**src/rtl/vidout_pkg.sv**
```systemverilog
// Shared types and helpers for the clocked-video output engine:
// state encoding, raster totals, sync level mapping and a clog2 wrapper.
package vidout_pkg;

  typedef enum logic [1:0] {
    UNLOCKED   = 2'd0,
    WAIT_FRAME = 2'd1,
    RUN        = 2'd2
  } vid_state_e;

  function automatic int h_total(int active, int fp, int sync, int bp);
    return active + fp + sync + bp;
  endfunction

  function automatic int v_total(int active, int fp, int sync, int bp);
    return active + fp + sync + bp;
  endfunction

  // Map a logical "sync asserted" onto the pin level for the chosen polarity.
  function automatic logic sync_level(logic asserted, bit active_high);
    return active_high ? asserted : ~asserted;
  endfunction

  function automatic int clog2(int value);
    return (value <= 1) ? 1 : $clog2(value);
  endfunction

endpackage

```
**src/rtl/vidout_sync_fifo.sv**
```systemverilog
// Single-clock show-ahead FIFO for {sop, eop, data} pixel entries.
// ready_o is registered and low throughout reset.
module vidout_sync_fifo
  import vidout_pkg::*;
#(
  parameter int WIDTH = 26,
  parameter int DEPTH = 16
) (
  input  logic             clk_i,
  input  logic             rst_ni,
  input  logic             push_i,
  input  logic [WIDTH-1:0] wdata_i,
  input  logic             pop_i,
  output logic [WIDTH-1:0] head_o,
  output logic             empty_o,
  output logic             ready_o
);
  localparam int AW = clog2(DEPTH);

  logic [WIDTH-1:0] mem_q [DEPTH];
  logic [AW-1:0]    wr_q, rd_q;
  logic [AW:0]      count_q, count_d;
  logic             full_s, push_s, pop_s, ready_q;

  assign full_s  = (count_q == (AW+1)'(DEPTH));
  assign empty_o = (count_q == '0);
  assign push_s  = push_i & ~full_s;
  assign pop_s   = pop_i & ~empty_o;
  assign head_o  = mem_q[rd_q];
  assign ready_o = ready_q;

  always_comb begin
    count_d = count_q;
    if (push_s && !pop_s) begin
      count_d = count_q + (AW+1)'(1);
    end else if (pop_s && !push_s) begin
      count_d = count_q - (AW+1)'(1);
    end else begin
      count_d = count_q;
    end
  end

  // Ready tracks the next count so it equals (count < DEPTH) one cycle on.
  always_ff @(posedge clk_i or negedge rst_ni) begin
    if (!rst_ni) begin
      wr_q    <= '0;
      rd_q    <= '0;
      count_q <= '0;
      ready_q <= 1'b0;
    end else begin
      if (push_s) wr_q <= wr_q + AW'(1);
      if (pop_s)  rd_q <= rd_q + AW'(1);
      count_q <= count_d;
      ready_q <= (count_d < (AW+1)'(DEPTH));
    end
  end

  always_ff @(posedge clk_i) begin
    if (push_s) mem_q[wr_q] <= wdata_i;
  end

endmodule

```
**src/rtl/vidout_timing_engine.sv**
```systemverilog
// Clocked-video output engine: FIFO-buffered Avalon-ST pixels to raster video
// with frame lock on SOP/EOP. Optional colour bars via VIDOUT_TEST_PATTERN_EN.
module vidout_timing_engine
  import vidout_pkg::*;
#(
  parameter int H_ACTIVE          = 640,
  parameter int H_FP              = 16,
  parameter int H_SYNC            = 96,
  parameter int H_BP              = 48,
  parameter int V_ACTIVE          = 480,
  parameter int V_FP              = 10,
  parameter int V_SYNC            = 2,
  parameter int V_BP              = 33,
  parameter int BITS_PER_SYMBOL   = 8,
  parameter int SYMBOLS_PER_PIXEL = 3,
  parameter int FIFO_DEPTH        = 16,
  parameter int SYNC_ACTIVE_HIGH  = 0
) (
  input  logic                                         clk_clk,
  input  logic                                         reset_reset_n,
  input  logic [BITS_PER_SYMBOL*SYMBOLS_PER_PIXEL-1:0] din_data,
  input  logic                                         din_valid,
  output logic                                         din_ready,
  input  logic                                         din_sop,
  input  logic                                         din_eop,
  output logic [BITS_PER_SYMBOL*SYMBOLS_PER_PIXEL-1:0] vid_data,
  output logic                                         vid_datavalid,
  output logic                                         vid_h_sync,
  output logic                                         vid_v_sync,
  output logic                                         vid_h,
  output logic                                         vid_v,
  output logic                                         vid_f,
  output logic                                         underflow,
  output logic                                         locked
);
  localparam int DW      = BITS_PER_SYMBOL * SYMBOLS_PER_PIXEL;
  localparam int HTOT    = h_total(H_ACTIVE, H_FP, H_SYNC, H_BP);
  localparam int VTOT    = v_total(V_ACTIVE, V_FP, V_SYNC, V_BP);
  localparam int HW      = clog2(HTOT + 1);
  localparam int VW      = clog2(VTOT + 1);
  localparam bit SYNC_HI = (SYNC_ACTIVE_HIGH != 0);

  logic [HW-1:0] h_q, h_d;
  logic [VW-1:0] v_q, v_d;
  vid_state_e    state_q, state_d;
  logic          err_q, err_d, early_q, early_d;
  logic [DW+1:0] head_s;
  logic          fifo_empty_s, fifo_pop_s;
  logic          h_last_s, v_last_s, h_act_s, v_act_s, pix_act_s, pix_first_s, pix_last_s;
  logic          hs_act_s, vs_act_s, use_fill_s, uf_s;
  logic [DW-1:0] pix_s, fill_s, data_d;
  logic [DW-1:0] data_q;
  logic          dv_q, hb_q, vb_q, hs_q, vs_q, uf_q, locked_q;

  vidout_sync_fifo #(
    .WIDTH (DW + 2),
    .DEPTH (FIFO_DEPTH)
  ) u_fifo (
    .clk_i   (clk_clk),
    .rst_ni  (reset_reset_n),
    .push_i  (din_valid & din_ready),
    .wdata_i ({din_sop, din_eop, din_data}),
    .pop_i   (fifo_pop_s),
    .head_o  (head_s),
    .empty_o (fifo_empty_s),
    .ready_o (din_ready)
  );

  assign h_last_s    = (h_q == HW'(HTOT - 1));
  assign v_last_s    = (v_q == VW'(VTOT - 1));
  assign h_act_s     = (h_q < HW'(H_ACTIVE));
  assign v_act_s     = (v_q < VW'(V_ACTIVE));
  assign pix_act_s   = h_act_s & v_act_s;
  assign pix_first_s = (h_q == '0) && (v_q == '0);
  assign pix_last_s  = (h_q == HW'(H_ACTIVE - 1)) && (v_q == VW'(V_ACTIVE - 1));
  assign hs_act_s    = (h_q >= HW'(H_ACTIVE + H_FP)) && (h_q < HW'(H_ACTIVE + H_FP + H_SYNC));
  assign vs_act_s    = (v_q >= VW'(V_ACTIVE + V_FP)) && (v_q < VW'(V_ACTIVE + V_FP + V_SYNC));

`ifdef VIDOUT_TEST_PATTERN_EN
  logic [2:0] bar_code_s;

  // Eight vertical bars; symbol s lights when bit (s mod 3) of the bar code is set.
  always_comb begin
    bar_code_s = 3'(7 - ((int'(h_q) * 8) / H_ACTIVE));
    fill_s     = '0;
    for (int s = 0; s < SYMBOLS_PER_PIXEL; s++) begin
      if (bar_code_s[s % 3]) fill_s[s*BITS_PER_SYMBOL +: BITS_PER_SYMBOL] = '1;
      else                   fill_s[s*BITS_PER_SYMBOL +: BITS_PER_SYMBOL] = '0;
    end
  end
`else
  assign fill_s = '0;
`endif

  always_comb begin
    h_d = h_last_s ? '0 : h_q + HW'(1);
    if (h_last_s) v_d = v_last_s ? '0 : v_q + VW'(1);
    else          v_d = v_q;
  end

  always_comb begin
    state_d    = state_q;
    err_d      = err_q;
    early_d    = early_q;
    fifo_pop_s = 1'b0;
    uf_s       = 1'b0;
    use_fill_s = 1'b1;
    pix_s      = '0;
    case (state_q)
      UNLOCKED: begin
        if (!fifo_empty_s && head_s[DW+1]) state_d    = WAIT_FRAME;
        else                               fifo_pop_s = ~fifo_empty_s;
      end
      WAIT_FRAME: begin
        if (h_last_s && v_last_s) begin
          state_d = RUN;
          err_d   = 1'b0;
          early_d = 1'b0;
        end else begin
          state_d = WAIT_FRAME;
        end
      end
      RUN: begin
        use_fill_s = 1'b0;
        if (pix_act_s) begin
          if (early_q) begin
            pix_s = '0;
          end else if (fifo_empty_s) begin
            uf_s       = 1'b1;
            err_d      = 1'b1;
            use_fill_s = 1'b1;
          end else if (head_s[DW+1] && !pix_first_s) begin
            early_d = 1'b1;
          end else begin
            fifo_pop_s = 1'b1;
            pix_s      = head_s[DW-1:0];
          end
          // Frame verdict on the last active pixel; an early SOP is kept for the next frame.
          if (pix_last_s) begin
            if (early_d)                      state_d = WAIT_FRAME;
            else if (err_d || !head_s[DW])    state_d = UNLOCKED;
            else                              state_d = RUN;
            err_d   = 1'b0;
            early_d = 1'b0;
          end else begin
            state_d = RUN;
          end
        end else begin
          state_d = RUN;
        end
      end
      default: state_d = UNLOCKED;
    endcase
    data_d = pix_act_s ? (use_fill_s ? fill_s : pix_s) : '0;
  end

  // Raster counters and frame-lock state.
  always_ff @(posedge clk_clk or negedge reset_reset_n) begin
    if (!reset_reset_n) begin
      h_q     <= '0;
      v_q     <= '0;
      state_q <= UNLOCKED;
      err_q   <= 1'b0;
      early_q <= 1'b0;
    end else begin
      h_q     <= h_d;
      v_q     <= v_d;
      state_q <= state_d;
      err_q   <= err_d;
      early_q <= early_d;
    end
  end

  // Output register stage: everything lags the counters by one clock.
  always_ff @(posedge clk_clk or negedge reset_reset_n) begin
    if (!reset_reset_n) begin
      data_q   <= '0;
      dv_q     <= 1'b0;
      hb_q     <= 1'b0;
      vb_q     <= 1'b0;
      hs_q     <= sync_level(1'b0, SYNC_HI);
      vs_q     <= sync_level(1'b0, SYNC_HI);
      uf_q     <= 1'b0;
      locked_q <= 1'b0;
    end else begin
      data_q   <= data_d;
      dv_q     <= pix_act_s;
      hb_q     <= ~h_act_s;
      vb_q     <= ~v_act_s;
      hs_q     <= sync_level(hs_act_s, SYNC_HI);
      vs_q     <= sync_level(vs_act_s, SYNC_HI);
      uf_q     <= uf_s;
      locked_q <= (state_q == RUN);
    end
  end

  assign vid_data      = data_q;
  assign vid_datavalid = dv_q;
  assign vid_h_sync    = hs_q;
  assign vid_v_sync    = vs_q;
  assign vid_h         = hb_q;
  assign vid_v         = vb_q;
  assign vid_f         = 1'b0;
  assign underflow     = uf_q;
  assign locked        = locked_q;

endmodule

```
**config.mk**
```make
export PLATFORM = sky130hd
export DESIGN_NAME = vidout_timing_engine
export DESIGN_NICKNAME = d
export VERILOG_FILES = /design/src/rtl/vidout_pkg.sv /design/src/rtl/vidout_sync_fifo.sv /design/src/rtl/vidout_timing_engine.sv
export SDC_FILE = /design/constraint.sdc
export NUM_CORES = 1
export LEC_CHECK = 0
export BUFFER_PORTS_ARGS = -buffer_cell sky130_fd_sc_hd__buf_2
export CELL_PAD_IN_SITES_DETAIL_PLACEMENT = 1
export CELL_PAD_IN_SITES_GLOBAL_PLACEMENT = 2
export CORE_AREA = 2 2 255 257
export DETAILED_ROUTE_END_ITERATION = 8
export DIE_AREA = 0 0 257 259
export PLACE_DENSITY = 0.56
export REMOVE_ABC_BUFFERS = 1
export SYNTH_ARGS = -nofsm -noshare
export SYNTH_HDL_FRONTEND = slang
export SYNTH_SLANG_ARGS = --single-unit
```
**constraint.sdc**
```tcl
create_clock -name clk_clk -period 7.4 [get_ports clk_clk]
set_input_delay 0.37 -clock clk_clk [delete_from_list [all_inputs] [get_ports clk_clk]]
set_output_delay 0.37 -clock clk_clk [all_outputs]
set_load 0.02 [all_outputs]
```
======== Word-level counts from Yosys, hierarchy flattened ========
Memories as Yosys holds them, arrays and structs flattened.
Cells that the tools add are included.
word-level totals
  bits in registers ....................... 69
  bits in latches ......................... 0
  RAM bits ................................ 416
  bits in read-only memories .............. 0
  input bits .............................. 29
  output and inout bits ................... 33
  logic and storage cells ................. 118
  memories kept ........................... 1
operators by class
  add/subtract/negate cells ............... 6
  multiply operators ...................... 0
  divide/modulo/power cells ............... 0
  magnitude comparators ................... 7
  equal/unequal tests ..................... 10
  shift operators ......................... 0
  mux-type cells .......................... 46
  bitwise gates (word level) .............. 10
  reduce and logical (&&, ||, !) cells .... 21
memories
  name          words  bits a word  read ports  clocked after Yosys merged registers in  wr ports  line                    text
  u_fifo.mem_q  16     26           1           0                                        1         vidout_sync_fifo.sv:20  logic [WIDTH-1:0] mem_q [DEPTH];
operators by type and width
  operator                                                                              number
  24-bit two-way mux                                                                    6
  10-bit == test, second input constant                                                 3
  1-bit two-way mux                                                                     26
  10-bit by 1-bit adder with 10-bit output, second input constant                       2
  10-bit zero test                                                                      2
  10-bit < comparator, second input constant                                            2
  10-bit by 9-bit < comparator with 1-bit output, second input constant                 2
  10-bit two-way mux                                                                    2
  2-bit two-way mux                                                                     6
  10-bit by 9-bit == test with 1-bit output, second input constant                      1
  10-bit greater-or-equal comparator, second input constant                             1
  10-bit by 9-bit greater-or-equal comparator with 1-bit output, second input constant  1
  5-bit two-way mux                                                                     2
  1-bit logical AND                                                                     9
  4-bit by 1-bit adder with 4-bit output, second input constant                         2
  2-bit != test, second input constant                                                  3
  1-bit NOT                                                                             6
  1-bit one-hot mux with 2 select lines                                                 3
  2-bit one-hot mux with 3 select lines                                                 1
  5-bit by 1-bit adder with 5-bit output, second input constant                         1
  5-bit == test, second input constant                                                  1
  1-bit zero test                                                                       5
  5-bit zero test                                                                       1
  5-bit < comparator, second input constant                                             1
  8 further kinds                                                                       11

======== Logic depth before layout (Yosys ltp) ========
  word-level depth ........................ 14
  gate-level depth with buffers ........... 14
  depth with buffers taken out ............ 14

======== Modules after synthesis ========
From an unflattened synthesis, not the netlist that was laid out.
second synthesis, totals
  cells, all modules ...................... 1054
  area total of the unflattened synthesis .. 19200.9 um2
modules (own cells, without submodules)
  module                instances  cells each  area each (um2)  sequential area each (um2)
  vidout_sync_fifo      1          851         16807.4          12842.3
  vidout_timing_engine  1          203         2393.5           1378.8

======== Worst setup path before layout ========
No wires, ideal clock.
  path type ............................... register to register
  from .................................... register u_fifo.count_q[0]
  to ...................................... memory u_fifo.mem_q[3][0] (enable)
  library setup time ...................... 0.442 ns
  arrival time ............................ 3.322 ns
  required time ........................... 6.958 ns
  slack ................................... 3.636 ns
  cell stages (with the launch flop) ...... 8
  buffers on the path ..................... 0
  period minus slack after synthesis ...... 3.764 ns
  cells stage by stage .................... dfrtp_1 -> inv_1 -> ha_1 -> nand2b_1 -> nor2_1 -> a21oi_1 -> nand2_1 -> nor3_1
between the ends
  cells in the longest elaborated chain, start to end .. 5
RTL lines
  element                                  line                    text
  start: declaration                       vidout_sync_fifo.sv:22  logic [AW:0] count_q, count_d;
  start signal: assignment                 vidout_sync_fifo.sv:53  count_q <= count_d;
  5-bit == test                            vidout_sync_fifo.sv:25  assign full_s = (count_q == (AW+1)'(DEPTH));
  1-bit NOT                                vidout_sync_fifo.sv:27  assign push_s = push_i & ~full_s;
  1-bit AND                                vidout_sync_fifo.sv:27
  via u_fifo.push_s                        vidout_sync_fifo.sv:23  logic full_s, push_s, pop_s, ready_q;
  1-bit two-way mux                        vidout_sync_fifo.sv:59  if (push_s) mem_q[wr_q] <= wdata_i;
  1-bit two-way mux (not written as such)  vidout_sync_fifo.sv:59
  end: declaration                         vidout_sync_fifo.sv:20
The timed path passes the listed nets, and every way through them passes these cells.

======== Worst setup path in the final report ========
  from .................................... register u_fifo.rd_q[0]
  to ...................................... register u_fifo.count_q[3]
between the ends
  cells in the longest elaborated chain, start to end .. 11
  elaborated cells on any way between the ends .. 15
  those cells by class .................... mux: 8; bitwise: 1; reduce/logical: 5; memory: 1
RTL lines
  element                                                 line                                            text
  start: declaration                                      vidout_sync_fifo.sv:21                          logic [AW-1:0] wr_q, rd_q;
  start signal: assignment                                vidout_sync_fifo.sv:52                          if (pop_s) rd_q <= rd_q + AW'(1);
  memory read 16 x 26 bit (*)                             n/a
  1-bit logical AND                                       vidout_timing_engine.sv:132                     end else if (head_s[DW+1] && !pix_first_s) begin
  1-bit two-way mux                                       vidout_timing_engine.sv:132
  1-bit two-way mux                                       vidout_timing_engine.sv:128                     end else if (fifo_empty_s) begin
  1-bit two-way mux                                       vidout_timing_engine.sv:126                     if (early_q) begin
  1-bit two-way mux                                       vidout_timing_engine.sv:125                     if (pix_act_s) begin
  1-bit one-hot mux with 2 select lines (*)               vidout_timing_engine.sv:109                     case (state_q)
  1-bit AND (*)                                           vidout_sync_fifo.sv:28                          assign pop_s = pop_i & ~empty_o;
  1-bit logical AND or 1-bit zero test (tied branches)    vidout_sync_fifo.sv:36, vidout_sync_fifo.sv:34
  5-bit two-way mux or 1-bit logical AND (tied branches)  vidout_sync_fifo.sv:36, vidout_sync_fifo.sv:34
  5-bit two-way mux (*)                                   vidout_sync_fifo.sv:34                          if (push_s && !pop_s) begin
Mark *: on every way between the ends. The rest lies on a longest branch, timed or not.
A chain may end at the register's enable or synchronous reset.

==> results.sh <==
export IMPL_outcome="completed"
export IMPL_die_h_um=259
export IMPL_setup_ws_ns=3.46
export IMPL_die_width_um=257
export IMPL_p_total_w=0.00772
export IMPL_critPathMaxFanout=42
export IMPL_grt_start_max_net_pins=65
export IMPL_power_density_mw_per_mm2=348
export IMPL_crit_family="compound AO/OA/AOI/OAI gates"
export IMPL_hp_class="input port to flip-flop"
export IMPL_netlist_area_sq_mm=0.0189
export IMPL_irDropWorstVdd_mv=0.181
export IMPL_setup_viol=0
export IMPL_crit_path_end_kind="flip-flop"
export IMPL_ys_seq_area_frac=0.752
export IMPL_yosys_most_used_dff="edfxtp_1"
export IMPL_synth_seq_cells=485
export IMPL_row_count=93
export IMPL_route_detailed_drc=0
export IMPL_whs_path_depth=1
export IMPL_cp_slowest_stage_delay_ns=0.75
export IMPL_antenna_found_initial=3
export IMPL_crit_chain="buf_4, nor2b_1, a22oi_1, a21boi_1, o21ai_1, a21o_4, ha_1, inv_1, nand2_1, o41ai_1, a21oi_1, a31oi_1"
export IMPL_cts_tree="done"
export IMPL_drt_iter0_drc=579
export IMPL_fin_cells=1895
export IMPL_cap_violations=0
export IMPL_p_leak_nw=7.35
export IMPL_dieArea_sq_mm=0.0666
export IMPL_cts_buffers=53
export IMPL_wire_per_inst_um=23.7
export IMPL_reg2reg_depth=12
export IMPL_worst_pin_slew_ns=1.05
export IMPL_dp_hpwl_um=24900
export IMPL_clock_sinks=485
export IMPL_cts_max_level=2
export IMPL_clockBufferDepth=3
export IMPL_critPathSlowestCell="buf_4"
export IMPL_fmax_mhz=254
export IMPL_grt_pass1_wl_um=67600
export IMPL_critPathKind="flip-flop to flip-flop"
export IMPL_root_buffer="clkbuf_16"
export IMPL_fin_crit_sh=0.533
export IMPL_layout_drive_gt1_share=0.310
export IMPL_vias=8834
export IMPL_cp_depth=12
export IMPL_syn_area_per_cell_sq_um=21.1
export IMPL_startpoint_type="flip-flop"
export IMPL_start_util=0.296
export IMPL_insertion_delay_ns=0.59
export IMPL_synth_edff_count=416
export IMPL_finClkSkew_ns=0.0194
export IMPL_coreArea_sq_mm=0.0639
export IMPL_drtAntennaViolNets=0
export IMPL_overflow=0
export IMPL_cts_repair_resize_count=0
export IMPL_viasPerCell=4.66
export IMPL_path_clk_slew_ns=0.06
export IMPL_path_buf_inv=2
export IMPL_grt_pass1_vias=9733
export IMPL_num_fill_cells=6303
export IMPL_slew_headroom=0.299
export IMPL_synthDistinctLibCells=59
export IMPL_area_growth_pct=17.4
export IMPL_place_ws_ns=3.34
export IMPL_first_pass_iters=4
export IMPL_dp_cells=1793
export IMPL_yosysWarnings=0
export IMPL_fin_crit_ns=3.94
export IMPL_port_buffers=60
export IMPL_gp_congestion=0.699
export IMPL_cp_data_required_time_ns=7.90
export IMPL_track_usage=0.138
export IMPL_async_flop_share=0.142
export IMPL_ios=62
export IMPL_totalWireLength_um=45000
export IMPL_synthCells=896
export IMPL_finalSetupTns_ns=0
export IMPL_worstPathArrival_ns=4.45
export IMPL_rsz0062_at_grt="no"
export IMPL_nets=1037
export IMPL_slew_viol_final=0
export IMPL_hold_viol=0
layer usage:
metal	routed length (um)	global-route usage
met2	22000	0.229
met4	968	0.0370
met5	25	0
met1	19700	0.186
met3	2270	0.0276
final timing paths:
| path | start | end | slack (ns) |
|---|---|---|---|
| worst max-delay path | u_fifo.rd_q[0]$_DFFE_PN0P_ | u_fifo.count_q[3]$_DFFE_PN0P_ | 3.46 |
| min in group asynchronous | reset_reset_n | vid_data[3]$_DFF_PN0_ | 0.22 |
| max in group asynchronous | reset_reset_n | u_fifo.rd_q[1]$_DFFE_PN0P_ | 5.93 |
| worst min-delay path | din_data[6] | u_fifo.mem_q[6][6]$_DFFE_PP_ | 0.15 |
| worst max register to register | u_fifo.rd_q[0]$_DFFE_PN0P_ | u_fifo.count_q[3]$_DFFE_PN0P_ | 3.46 |
| worst min register to register | err_q$_DFFE_PN0P_ | err_q$_DFFE_PN0P_ | 0.52 |
sequential cells by signal, indices dropped and copies added, names as in the netlist, named ones only:
| register | flops |
|---|---|
| v_q | 10 |
| u_fifo.ready_o | 1 |
| vid_h | 1 |
| vid_v | 1 |
| u_fifo.mem_q | 416 |
| h_q | 10 |
| locked | 1 |
| state_q | 2 |
| vid_v_sync | 1 |
| err_q | 1 |
| u_fifo.wr_q | 4 |
| u_fifo.rd_q | 4 |
| vid_data | 24 |
| early_q | 1 |
| vid_h_sync | 1 |
| vid_datavalid | 1 |
| underflow | 1 |
| u_fifo.count_q | 4 |
cells by family after synthesis:
logic type | count (synthesis) | synth area share
DFF | 485 | 0.752
and+or+nand+nor | 139 | 0.0403
muxes | 134 | 0.154
buffers and inverters | 57 | 0.0169
AOI/OAI and AO/OA | 45 | 0.0178
xor gates and xnor gates | 21 | 0.00973
adders and majority gates | 14 | 0.00926
other | 1 | 0.000198
placed cells by master (no fill, tap or decap), types with 5 or more instances in the layout:
cell type	instances
edfxtp_1	416
mux4_2	125
dfrtp_1	63
buf_2	59
clkbuf_16	55
nor2b_1	26
buf_4	25
nor2_1	23
nand2_1	23
clkbuf_1	16
inv_1	15
ha_1	14
xor2_1	12
nor2_4	12
nand3_1	10
o21ai_0	10
nand4_1	9
xnor2_1	9
clkbuf_8	9
mux2i_1	8
bufinv_16	8
nor3_2	5
a21oi_1	5
clkinv_2	5
Yosys cell counts, types with 2 or more instances:
cell      count  share of area
o31a_1        2        0.00093
buf_2        12         0.0032
inv_1        15         0.0030
mux4_2      125           0.15
dfstp_2       2         0.0028
nor2_1       35         0.0069
buf_1         5        0.00099
nand2_1      23         0.0046
dfrtp_1      67          0.089
xnor2_1       9         0.0042
and4_1        2        0.00093
nor4b_1       2        0.00093
clkbuf_1     12         0.0024
o31ai_1       2        0.00079
a211oi_1      4         0.0016
o211ai_1      3         0.0012
a21oi_1       5         0.0013
o221ai_1      2        0.00093
a22o_1        2        0.00093
xor2_1       12         0.0056
nor2b_1      26         0.0086
o21ai_0      10         0.0026
nand4_1       9         0.0030
nand3_1      10         0.0026
a22oi_1       4         0.0016
buf_4         2        0.00079
edfxtp_1    416           0.66
nand3b_1      2        0.00079
nor4_1        3        0.00099
ha_1         14         0.0093
mux2i_1       8         0.0042
buf_6        11         0.0065
and3_1        4         0.0013
nor3_1        8         0.0021
nand2b_1      4         0.0013
stage by stage:
| stage | hold WS [ns] | util | area (sq um) |
|---|---|---|---|
| final | 0.153 | 0.348 | 22200 |
| after global routing | 0.129 | 0.348 | 22200 |
| after CTS | 0.114 | 0.348 | 22200 |
| after detailed placement | 0.287 | 0.318 | 20300 |
| after global placement | 0.285 | 0.318 | 20300 |
| after floorplan | 0.0744 | - | 18600 |
final cells by class:
type | count | area (sq um) | share of cell area
Antenna cell | 1 | 2.50 | 0.000113
Clock buffer | 80 | 1560 | 0.0702
Sequential cell | 485 | 14200 | 0.641
Multi-Input combinational cell | 354 | 4480 | 0.202
Timing Repair Buffer | 85 | 493 | 0.0222
Inverter | 15 | 56.3 | 0.00254
Clock inverter | 20 | 315 | 0.0142
Tap cell | 855 | 1070 | 0.0482
what timing repair did:
action,CTS,global route
buffers inserted,0,0
hold buffers,1,0
endpoints found under the hold margin,13,0
where the power goes:
group	internal, W	total (W)	leakage (nW)	switching (W)
registers	0.00323	0.00341	4.66	0.000182
clock network	0.00173	0.00283	0.908	0.00110
logic	0.000725	0.00147	1.78	0.000745
total	0.00569	0.00772	7.35	0.00203
Power figures use the tool's default switching activity.
